==> config.mk <==
export PLATFORM = sky130hd
export DESIGN_NAME = econet
export DESIGN_NICKNAME = d
export VERILOG_FILES = /design/src/rtl/econet_pkg.sv /design/src/rtl/econet_serial_port.sv /design/src/rtl/econet.sv
export SDC_FILE = /design/constraint.sdc
export NUM_CORES = 1
export LEC_CHECK = 0
export BUFFER_PORTS_ARGS = -buffer_cell sky130_fd_sc_hd__clkbuf_2
export CORE_UTILIZATION = 55
export CTS_CLUSTER_DIAMETER = 150
export DETAILED_ROUTE_END_ITERATION = 16
export PLACE_DENSITY = 0.72
export SLEW_MARGIN = 15
export SYNTH_ARGS = -nofsm -noshare
export SYNTH_HDL_FRONTEND = slang
export SYNTH_SLANG_ARGS = --single-unit
==> constraint.sdc <==
create_clock -name clock_24m -period 3.04 [get_ports clock_24m]
set_input_delay 0.152 -clock clock_24m [delete_from_list [all_inputs] [get_ports clock_24m]]
set_output_delay 0.152 -clock clock_24m [all_outputs]
set_load 0.01 [all_outputs]
==> src/rtl/econet_pkg.sv <==
// Shared types and constants for the Econet line interface.
package econet_pkg;

  localparam logic [7:0] ECONET_FLAG = 8'h7E;
  localparam logic [8:0] WORD_FLAG   = 9'h17E;

  typedef logic [8:0] word_t;

  typedef enum logic {
    HUNT,
    FRAME
  } rx_state_e;

endpackage

==> src/rtl/econet_serial_port.sv <==
// One-bit-per-clock 9-bit serial link to the MCU: start 0, 9 data bits LSB first, stop 1.
module econet_serial_port
  import econet_pkg::*;
(
  input  logic  clock_24m,
  input  logic  reset_n,
  input  logic  rx_line,
  input  logic  rx_enable,
  output word_t rx_word,
  output logic  rx_valid,
  input  word_t tx_word,
  input  logic  tx_load,
  output logic  tx_line
);

  logic [3:0]  rx_cnt_q, rx_cnt_d;
  word_t       rx_sr_q, rx_sr_d;
  logic        rx_valid_q, rx_valid_d;
  logic [10:0] tx_sr_q, tx_sr_d;

  always_comb begin
    rx_cnt_d   = rx_cnt_q;
    rx_sr_d    = rx_sr_q;
    rx_valid_d = 1'b0;
    if (!rx_enable) begin
      rx_cnt_d = '0;
    end else if (rx_cnt_q == 4'd0) begin
      if (!rx_line) rx_cnt_d = 4'd1;
    end else if (rx_cnt_q == 4'd10) begin
      // A bad stop bit silently drops the word.
      rx_valid_d = rx_line;
      rx_cnt_d   = '0;
    end else begin
      rx_sr_d  = {rx_line, rx_sr_q[8:1]};
      rx_cnt_d = rx_cnt_q + 4'd1;
    end
  end

  // A new word restarts the shifter, overwriting any word still going out.
  always_comb begin
    tx_sr_d = tx_load ? {1'b1, tx_word, 1'b0} : {1'b1, tx_sr_q[10:1]};
  end

  always_ff @(posedge clock_24m or negedge reset_n) begin
    if (!reset_n) begin
      rx_cnt_q   <= '0;
      rx_sr_q    <= '0;
      rx_valid_q <= 1'b0;
      tx_sr_q    <= '1;
    end else begin
      rx_cnt_q   <= rx_cnt_d;
      rx_sr_q    <= rx_sr_d;
      rx_valid_q <= rx_valid_d;
      tx_sr_q    <= tx_sr_d;
    end
  end

  assign rx_word  = rx_sr_q;
  assign rx_valid = rx_valid_q;
  assign tx_line  = tx_sr_q[0];

endmodule

==> src/rtl/econet.sv <==
// Econet line interface: HDLC framing with zero-stuffing between the MCU serial link and
// the Econet bus, plus optional Econet clock generation.
module econet
  import econet_pkg::*;
#(
  parameter int unsigned BUGGY_REV1_PCB  = 0,
  parameter int unsigned CLK_HIGH_CYCLES = 24,
  parameter int unsigned CLK_LOW_CYCLES  = 96
) (
  input  logic clock_24m,
  input  logic reset_n,
  input  logic serial_mcu_to_cpld,
  output logic serial_cpld_to_mcu,
  input  logic mcu_is_transmitting,
  output logic outputting_frame,
  output logic serial_buffer_empty,
  input  logic drive_econet_clock,
  input  logic econet_clock_R,
  output logic econet_clock_D,
  output logic econet_clock_DE,
  input  logic econet_data_R,
  output logic econet_data_D,
  output logic econet_data_DE
);

  localparam int unsigned Period = CLK_HIGH_CYCLES + CLK_LOW_CYCLES;
  localparam int unsigned CntW   = $clog2(Period);

  logic buggy_rev1_pcb;
  assign buggy_rev1_pcb = (BUGGY_REV1_PCB != 0);

  // Clock generation and input synchronisation
  logic [CntW-1:0] clk_cnt_q, clk_cnt_d;
  logic            gen_clk_q, gen_clk_d;
  logic            eclk_raw, eclk_s1_q, eclk_s2_q, eclk_s3_q;
  logic            data_s1_q, data_s2_q;
  logic            eclk_rise, eclk_fall;

  always_comb begin
    clk_cnt_d = (clk_cnt_q == CntW'(Period - 1)) ? '0 : clk_cnt_q + CntW'(1);
    gen_clk_d = (clk_cnt_d < CntW'(CLK_HIGH_CYCLES));
  end

  assign eclk_raw  = drive_econet_clock ? gen_clk_q : (econet_clock_R ^ buggy_rev1_pcb);
  assign eclk_rise = eclk_s2_q & ~eclk_s3_q;
  assign eclk_fall = ~eclk_s2_q & eclk_s3_q;

  always_ff @(posedge clock_24m or negedge reset_n) begin
    if (!reset_n) begin
      clk_cnt_q <= '0;
      gen_clk_q <= 1'b1;
      eclk_s1_q <= 1'b1;
      eclk_s2_q <= 1'b1;
      eclk_s3_q <= 1'b1;
      data_s1_q <= 1'b1;
      data_s2_q <= 1'b1;
    end else begin
      clk_cnt_q <= clk_cnt_d;
      gen_clk_q <= gen_clk_d;
      eclk_s1_q <= eclk_raw;
      eclk_s2_q <= eclk_s1_q;
      eclk_s3_q <= eclk_s2_q;
      data_s1_q <= econet_data_R ^ buggy_rev1_pcb;
      data_s2_q <= data_s1_q;
    end
  end

  assign econet_clock_D  = gen_clk_q;
  assign econet_clock_DE = drive_econet_clock;

  // MCU serial link
  word_t ser_rx_word, rx_word_q, rx_word_d;
  logic  ser_rx_valid, ser_tx_line, rx_emit_q, rx_emit_d;

  econet_serial_port u_serial_port (
    .clock_24m (clock_24m),
    .reset_n   (reset_n),
    .rx_line   (serial_mcu_to_cpld),
    .rx_enable (mcu_is_transmitting),
    .rx_word   (ser_rx_word),
    .rx_valid  (ser_rx_valid),
    .tx_word   (rx_word_q),
    .tx_load   (rx_emit_q),
    .tx_line   (ser_tx_line)
  );

  assign serial_cpld_to_mcu = ser_tx_line | mcu_is_transmitting;

  // HDLC transmitter
  logic       tx_active_q, tx_active_d, tx_flag_q, tx_flag_d, tx_stuff_q, tx_stuff_d;
  logic       tx_bit_q, tx_bit_d, buf_full_q, buf_full_d, emit, emit_bit;
  logic [7:0] tx_sr_q, tx_sr_d;
  logic [2:0] tx_cnt_q, tx_cnt_d, tx_ones_q, tx_ones_d;
  word_t      buf_q, buf_d, next_word;

  always_comb begin
    tx_active_d = tx_active_q;
    tx_flag_d   = tx_flag_q;
    tx_stuff_d  = tx_stuff_q;
    tx_bit_d    = tx_bit_q;
    tx_sr_d     = tx_sr_q;
    tx_cnt_d    = tx_cnt_q;
    tx_ones_d   = tx_ones_q;
    buf_full_d  = buf_full_q;
    buf_d       = buf_q;
    next_word   = WORD_FLAG;
    emit        = 1'b0;
    emit_bit    = 1'b1;
    if (eclk_fall) begin
      if (tx_active_q && tx_stuff_q) begin
        tx_bit_d   = 1'b0;
        tx_stuff_d = 1'b0;
        tx_ones_d  = '0;
      end else if (tx_active_q && tx_cnt_q != 3'd0) begin
        emit     = 1'b1;
        emit_bit = tx_sr_q[7];
        tx_sr_d  = {tx_sr_q[6:0], 1'b0};
        tx_cnt_d = tx_cnt_q - 3'd1;
      end else if (mcu_is_transmitting && (buf_full_q || (tx_active_q && !tx_flag_q))) begin
        // Underrun after a data byte fills with flags.
        next_word   = buf_full_q ? buf_q : WORD_FLAG;
        buf_full_d  = 1'b0;
        tx_active_d = 1'b1;
        tx_flag_d   = next_word[8];
        emit        = 1'b1;
        emit_bit    = next_word[7];
        tx_sr_d     = {next_word[6:0], 1'b0};
        tx_cnt_d    = 3'd7;
      end else begin
        tx_active_d = 1'b0;
        tx_bit_d    = 1'b1;
        tx_ones_d   = '0;
      end
    end
    if (emit) begin
      tx_bit_d = emit_bit;
      if (tx_flag_d || !emit_bit) begin
        tx_ones_d = '0;
      end else begin
        tx_ones_d  = tx_ones_q + 3'd1;
        tx_stuff_d = (tx_ones_q == 3'd4);
      end
    end
    if (ser_rx_valid) begin
      buf_d      = ser_rx_word;
      buf_full_d = 1'b1;
    end
  end

  always_ff @(posedge clock_24m or negedge reset_n) begin
    if (!reset_n) begin
      tx_active_q <= 1'b0;
      tx_flag_q   <= 1'b0;
      tx_stuff_q  <= 1'b0;
      tx_bit_q    <= 1'b1;
      tx_sr_q     <= '0;
      tx_cnt_q    <= '0;
      tx_ones_q   <= '0;
      buf_full_q  <= 1'b0;
      buf_q       <= '0;
    end else begin
      tx_active_q <= tx_active_d;
      tx_flag_q   <= tx_flag_d;
      tx_stuff_q  <= tx_stuff_d;
      tx_bit_q    <= tx_bit_d;
      tx_sr_q     <= tx_sr_d;
      tx_cnt_q    <= tx_cnt_d;
      tx_ones_q   <= tx_ones_d;
      buf_full_q  <= buf_full_d;
      buf_q       <= buf_d;
    end
  end

  assign outputting_frame    = tx_active_q;
  assign serial_buffer_empty = ~buf_full_q;
  assign econet_data_DE      = tx_active_q;
  assign econet_data_D       = tx_bit_q;

  // HDLC receiver
  rx_state_e  rx_state_q, rx_state_d;
  logic [7:0] hunt_q, hunt_d, rx_sr_q, rx_sr_d;
  logic [2:0] rx_cnt_q, rx_cnt_d, rx_ones_q, rx_ones_d;
  logic       acc;

  always_comb begin
    rx_state_d = rx_state_q;
    hunt_d     = hunt_q;
    rx_sr_d    = rx_sr_q;
    rx_cnt_d   = rx_cnt_q;
    rx_ones_d  = rx_ones_q;
    rx_word_d  = rx_word_q;
    rx_emit_d  = 1'b0;
    acc        = 1'b0;
    if (mcu_is_transmitting) begin
      rx_state_d = HUNT;
      hunt_d     = '0;
      rx_cnt_d   = '0;
      rx_ones_d  = '0;
    end else if (eclk_rise) begin
      hunt_d = {hunt_q[6:0], data_s2_q};
      unique case (rx_state_q)
        HUNT: begin
          if (hunt_d == ECONET_FLAG) begin
            rx_state_d = FRAME;
            rx_word_d  = WORD_FLAG;
            rx_emit_d  = 1'b1;
            rx_cnt_d   = '0;
            rx_ones_d  = '0;
          end
        end
        FRAME: begin
          if (data_s2_q) begin
            if (rx_ones_q == 3'd6) begin
              rx_state_d = HUNT;
            end else begin
              rx_ones_d = rx_ones_q + 3'd1;
              acc       = 1'b1;
            end
          end else begin
            rx_ones_d = '0;
            if (rx_ones_q == 3'd6) begin
              rx_word_d = WORD_FLAG;
              rx_emit_d = 1'b1;
              rx_cnt_d  = '0;
            end else if (rx_ones_q != 3'd5) begin
              acc = 1'b1;
            end
          end
        end
        default: ;
      endcase
      if (acc) begin
        rx_sr_d  = {rx_sr_q[6:0], data_s2_q};
        rx_cnt_d = rx_cnt_q + 3'd1;
        if (rx_cnt_q == 3'd7) begin
          rx_word_d = {1'b0, rx_sr_d};
          rx_emit_d = 1'b1;
        end
      end
    end
  end

  always_ff @(posedge clock_24m or negedge reset_n) begin
    if (!reset_n) begin
      rx_state_q <= HUNT;
      hunt_q     <= '0;
      rx_sr_q    <= '0;
      rx_cnt_q   <= '0;
      rx_ones_q  <= '0;
      rx_word_q  <= '0;
      rx_emit_q  <= 1'b0;
    end else begin
      rx_state_q <= rx_state_d;
      hunt_q     <= hunt_d;
      rx_sr_q    <= rx_sr_d;
      rx_cnt_q   <= rx_cnt_d;
      rx_ones_q  <= rx_ones_d;
      rx_word_q  <= rx_word_d;
      rx_emit_q  <= rx_emit_d;
    end
  end

endmodule

==> impl_summary.log <==
INFO  metric fin_crit_sh = 0.7824
INFO  metric hold_depth = 2
INFO  metric syn-num-nets = 396
INFO  metric synth.cell_area = 0.004308 sq mm
INFO  metric clock-sinks = 95
INFO  metric overall_overflow_remaining_after_global_route = 0
INFO  metric residual_antenna_violating_net_count_after_detailed_routing = 0
INFO  metric violation_count_after_the_first_detailed_route_iteration = 149
INFO  metric peak_vdd_ir = 280.5 uV
INFO  metric gr-usage-all-layers = 0.1976
INFO  metric p_sw = 0.7144 mW
INFO  metric post_route_cells_drive_above_1_share = 0.1919
INFO  metric yosys.area.top_type = dfrtp_1
INFO  metric timing.slew.headroom = 0.4740
INFO  metric ctsLongestPathBuffers = 2
INFO  metric cell_leakage_power = 2.153 nW
INFO  metric fin_crit = 2379 ps
INFO  metric power_frac_seq = 0.559
INFO  metric worstReg2RegStart = tx_cnt_q[0]
INFO  metric endpoint_kind = flop
INFO  metric number_of_hold_slack_violations_in_the_final_timing_report = 0
INFO  metric final_core_util = 0.6320
INFO  metric postSynthAreaPerCell = 11.46 sq um
INFO  metric postSynth.asyncResetShare = 1.000
INFO  metric dominantRegCellSynth = dfrtp_1
INFO  metric critical_path_required = 3280 ps
INFO  metric antenna_violations_before_repair = 0
INFO  metric clk_pin_slew = 90 ps
INFO  metric max_capacitance_violation_total = 0
INFO  metric power_density = 569.0 mW/mm^2
INFO  metric gp_routability_congestion = 0.8081
INFO  metric finalInstanceArea = 0.004682 sq mm
INFO  metric comb_power_share = 0.125
INFO  metric cts-root-buf = clkbuf_8
INFO  metric path_max_fanout = 17
INFO  metric crit_path_end = tx_sr_q[5]
INFO  metric initial_core_util = 0.5815
INFO  metric io_buffer_count = 13
INFO  metric route.detailed.vias_per_inst = 5.448
INFO  metric clk_latency = 360 ps
INFO  metric outcome = finished clean
INFO  metric rr_worst_depth = 6
INFO  metric synthDistinctLibCells = 62
INFO  metric die-height = 90.50 microns
INFO  metric yosysTopAreaCellShare = 0.4531
INFO  metric worstHoldPathType = input pin to flop
INFO  metric wirelength = 7.133 mm
INFO  metric max_clock_freq = 0.4204 GHz
INFO  metric synthesis.yosys.warnings = 0
INFO  metric synth_top_cells_by_count = dfrtp_1 (78), nand2_1 (39), inv_1 (28)
INFO  metric setup_repair_after_global_routing_missed_its_margin = no
INFO  metric h-tree-depth = 3
INFO  metric number_of_buffers_created_by_cts = 9
INFO  metric setup_violations = 0
INFO  metric synth.ff_latch_count = 95
INFO  metric cts_tree = built
INFO  metric standard_cell_area_after_detailed_placement = 0.004454 sq mm
INFO  metric criticalPathCategory = flop to flop
INFO  metric rrSetupSlack = 660 ps
INFO  metric finish.net_count = 411
INFO  metric placeableCoreArea = 0.007408 sq mm
INFO  metric finClkSkew = 10.36 ps
INFO  metric pwr-share-clk = 0.315
INFO  metric vias_in_the_first_global_route = 2802
INFO  metric portion_of_the_post_synthesis_area_used_by_sequential_elements = 0.5568
INFO  metric filler_cell_count = 597
INFO  metric maxSlewViolCount = 0
INFO  metric worst_path_arrival = 2620 ps
INFO  metric grt_start_max_net_pins = 65
INFO  metric routedWlPerCell = 14.41 microns
INFO  metric synth.most_common_cell = dfrtp_1
INFO  metric timing.setup.tns = 0 ps
INFO  metric worst_setup_path_start_kind = flop
INFO  metric routed-via-count = 2697
INFO  metric worst-slew-pin-transition = 789.0 ps
INFO  metric drc = 0
INFO  metric regToRegEndpoint = tx_sr_q[5]
INFO  metric p_sw_frac = 0.2682
INFO  metric launch_point_of_the_worst_path = tx_cnt_q[0]
INFO  metric netlist_top_cells_area = dfrtp_1 (45%), dfstp_2 (10%), mux2_1 (4.4%)
INFO  metric synthToLayoutAreaGrowth = 8.684%
INFO  metric diodes = 0
INFO  metric die_area = 0.008190 sq mm
INFO  metric synth_cells = 376
INFO  metric num_io_pins = 14
INFO  metric firstDrtPassIters = 4
INFO  metric post-cts-setup-buffers = 0
INFO  metric floorplan.rows = 31
INFO  metric synth-edff-count = 0
INFO  metric chipWidth = 90.50 microns
INFO  metric internal_power_summed_over_all_cells = 1.949 mW
INFO  metric grt_pass1_wl = 12.80 mm
INFO  metric post-dp-hpwl = 4.873 mm
==> logic make-up after synthesis <==
group                      synth area share
xor gates and xnor gates            0.01017
adders and majority gates           0.03776
muxes                                0.1188
and+or+nand+nor                      0.1220
AOI/OAI and AO/OA                    0.1095
buffers and inverters               0.04502
DFF                                  0.5568
==> worst min path at each step <==
stage                              start         end
final                     econet_clock_R   eclk_s1_q
after global routing      econet_clock_R   eclk_s1_q
after CTS                 econet_clock_R   eclk_s1_q
after detailed placement   econet_data_R   data_s1_q
after global placement     econet_data_R   data_s1_q
after floorplan                  reset_n  buf_full_q
==> cell type report <==
type	count	area (sq um)	share of cell area
clock buffer	10	137.6	0.02940
timing repair buffer	19	117.6	0.02512
tap	99	123.9	0.02646
multi-input combinational	235	1715	0.3664
clock inverter	6	70.07	0.01497
sequential	95	2399	0.5123
inverter	31	118.9	0.02539
==> worst max-delay path, stage by stage (launching register included) <==
cell and delay [ps]:
dfrtp_1 380, inv_1 60, ha_1 200, ha_1 210, nand2b_1 430, a21oi_2 590
mux2_2 400
==> through the flow <==
| stage | setup slack [ps] | total power, mW | hold slack (ps) | std cells |
|---|---|---|---|---|
| global route | 502.7 | 2.820 | 12.06 | 495 |
| floorplan | 1136 | 1.746 | -143.6 | 376 |
| finish | 661.5 | 2.664 | 23.82 | 495 |
| detailed placement | 665.5 | 1.851 | 242.4 | 477 |
| global placement | 762.7 | 1.826 | 241.7 | 477 |
| CTS | 654.1 | 2.698 | 14.98 | 495 |
==> layer usage <==
| metal | global-route usage | vias up | share of wire | routed length (microns) |
|---|---|---|---|---|
| li1 | - | 1324 | - | - |
| met1 | 0.2613 | 1341 | 0.49 | 3519 |
| met2 | 0.3226 | 27 | 0.47 | 3360 |
| met3 | 0.05051 | 5 | 0.025 | 177 |
| met4 | 0.05645 | 0 | 0.011 | 76 |
| met5 | 0 | - | 0 | 0 |
==> timing repair <==
item                                   CTS  global route
endpoints found under the hold margin   46             0
setup endpoints to repair                0             0
hold buffers                             2             0
resized for setup                        0             0
==> cell usage in the layout (no fill, tap or decap), drive strengths merged, types with 3 or more instances in the layout <==
master,count
nand2,39
and3,6
o21ai,16
nor2b,7
a21boi,3
nand3,6
a21oi,16
nand2b,5
nor3,5
dfrtp,78
xnor2,3
a31oi,6
clkinvlp,3
a211oi,3
ha,13
mux2,33
dfstp,17
clkinv,3
clkbuf,22
buf,5
inv,30
nor2,19
mux2i,14
nand4,5
==> power groups by stage <==
stage | Combinational [mW] | Sequential, mW | Clock, mW
finish | 0.333 | 1.49 | 0.840
global route | 0.382 | 1.51 | 0.928
CTS | 0.337 | 1.49 | 0.869
detailed placement | 0.335 | 1.52 | 0
global placement | 0.319 | 1.51 | 0
floorplan | 0.259 | 1.49 | 0
==> registers in the layout, indices dropped and copies added, names as in the netlist, 3 cells and up <==
signal and cells:
rx_ones_q 3, rx_sr_q 7, tx_ones_q 3, u_serial_port.rx_cnt_q 4, clk_cnt_q 7, buf_q 9
hunt_q 7, rx_word_q 9, rx_cnt_q 3, tx_cnt_q 3, tx_sr_q 7, u_serial_port.tx_sr_q 10
u_serial_port.rx_word 9
No activity file was read; power rests on OpenSTA's default activity.
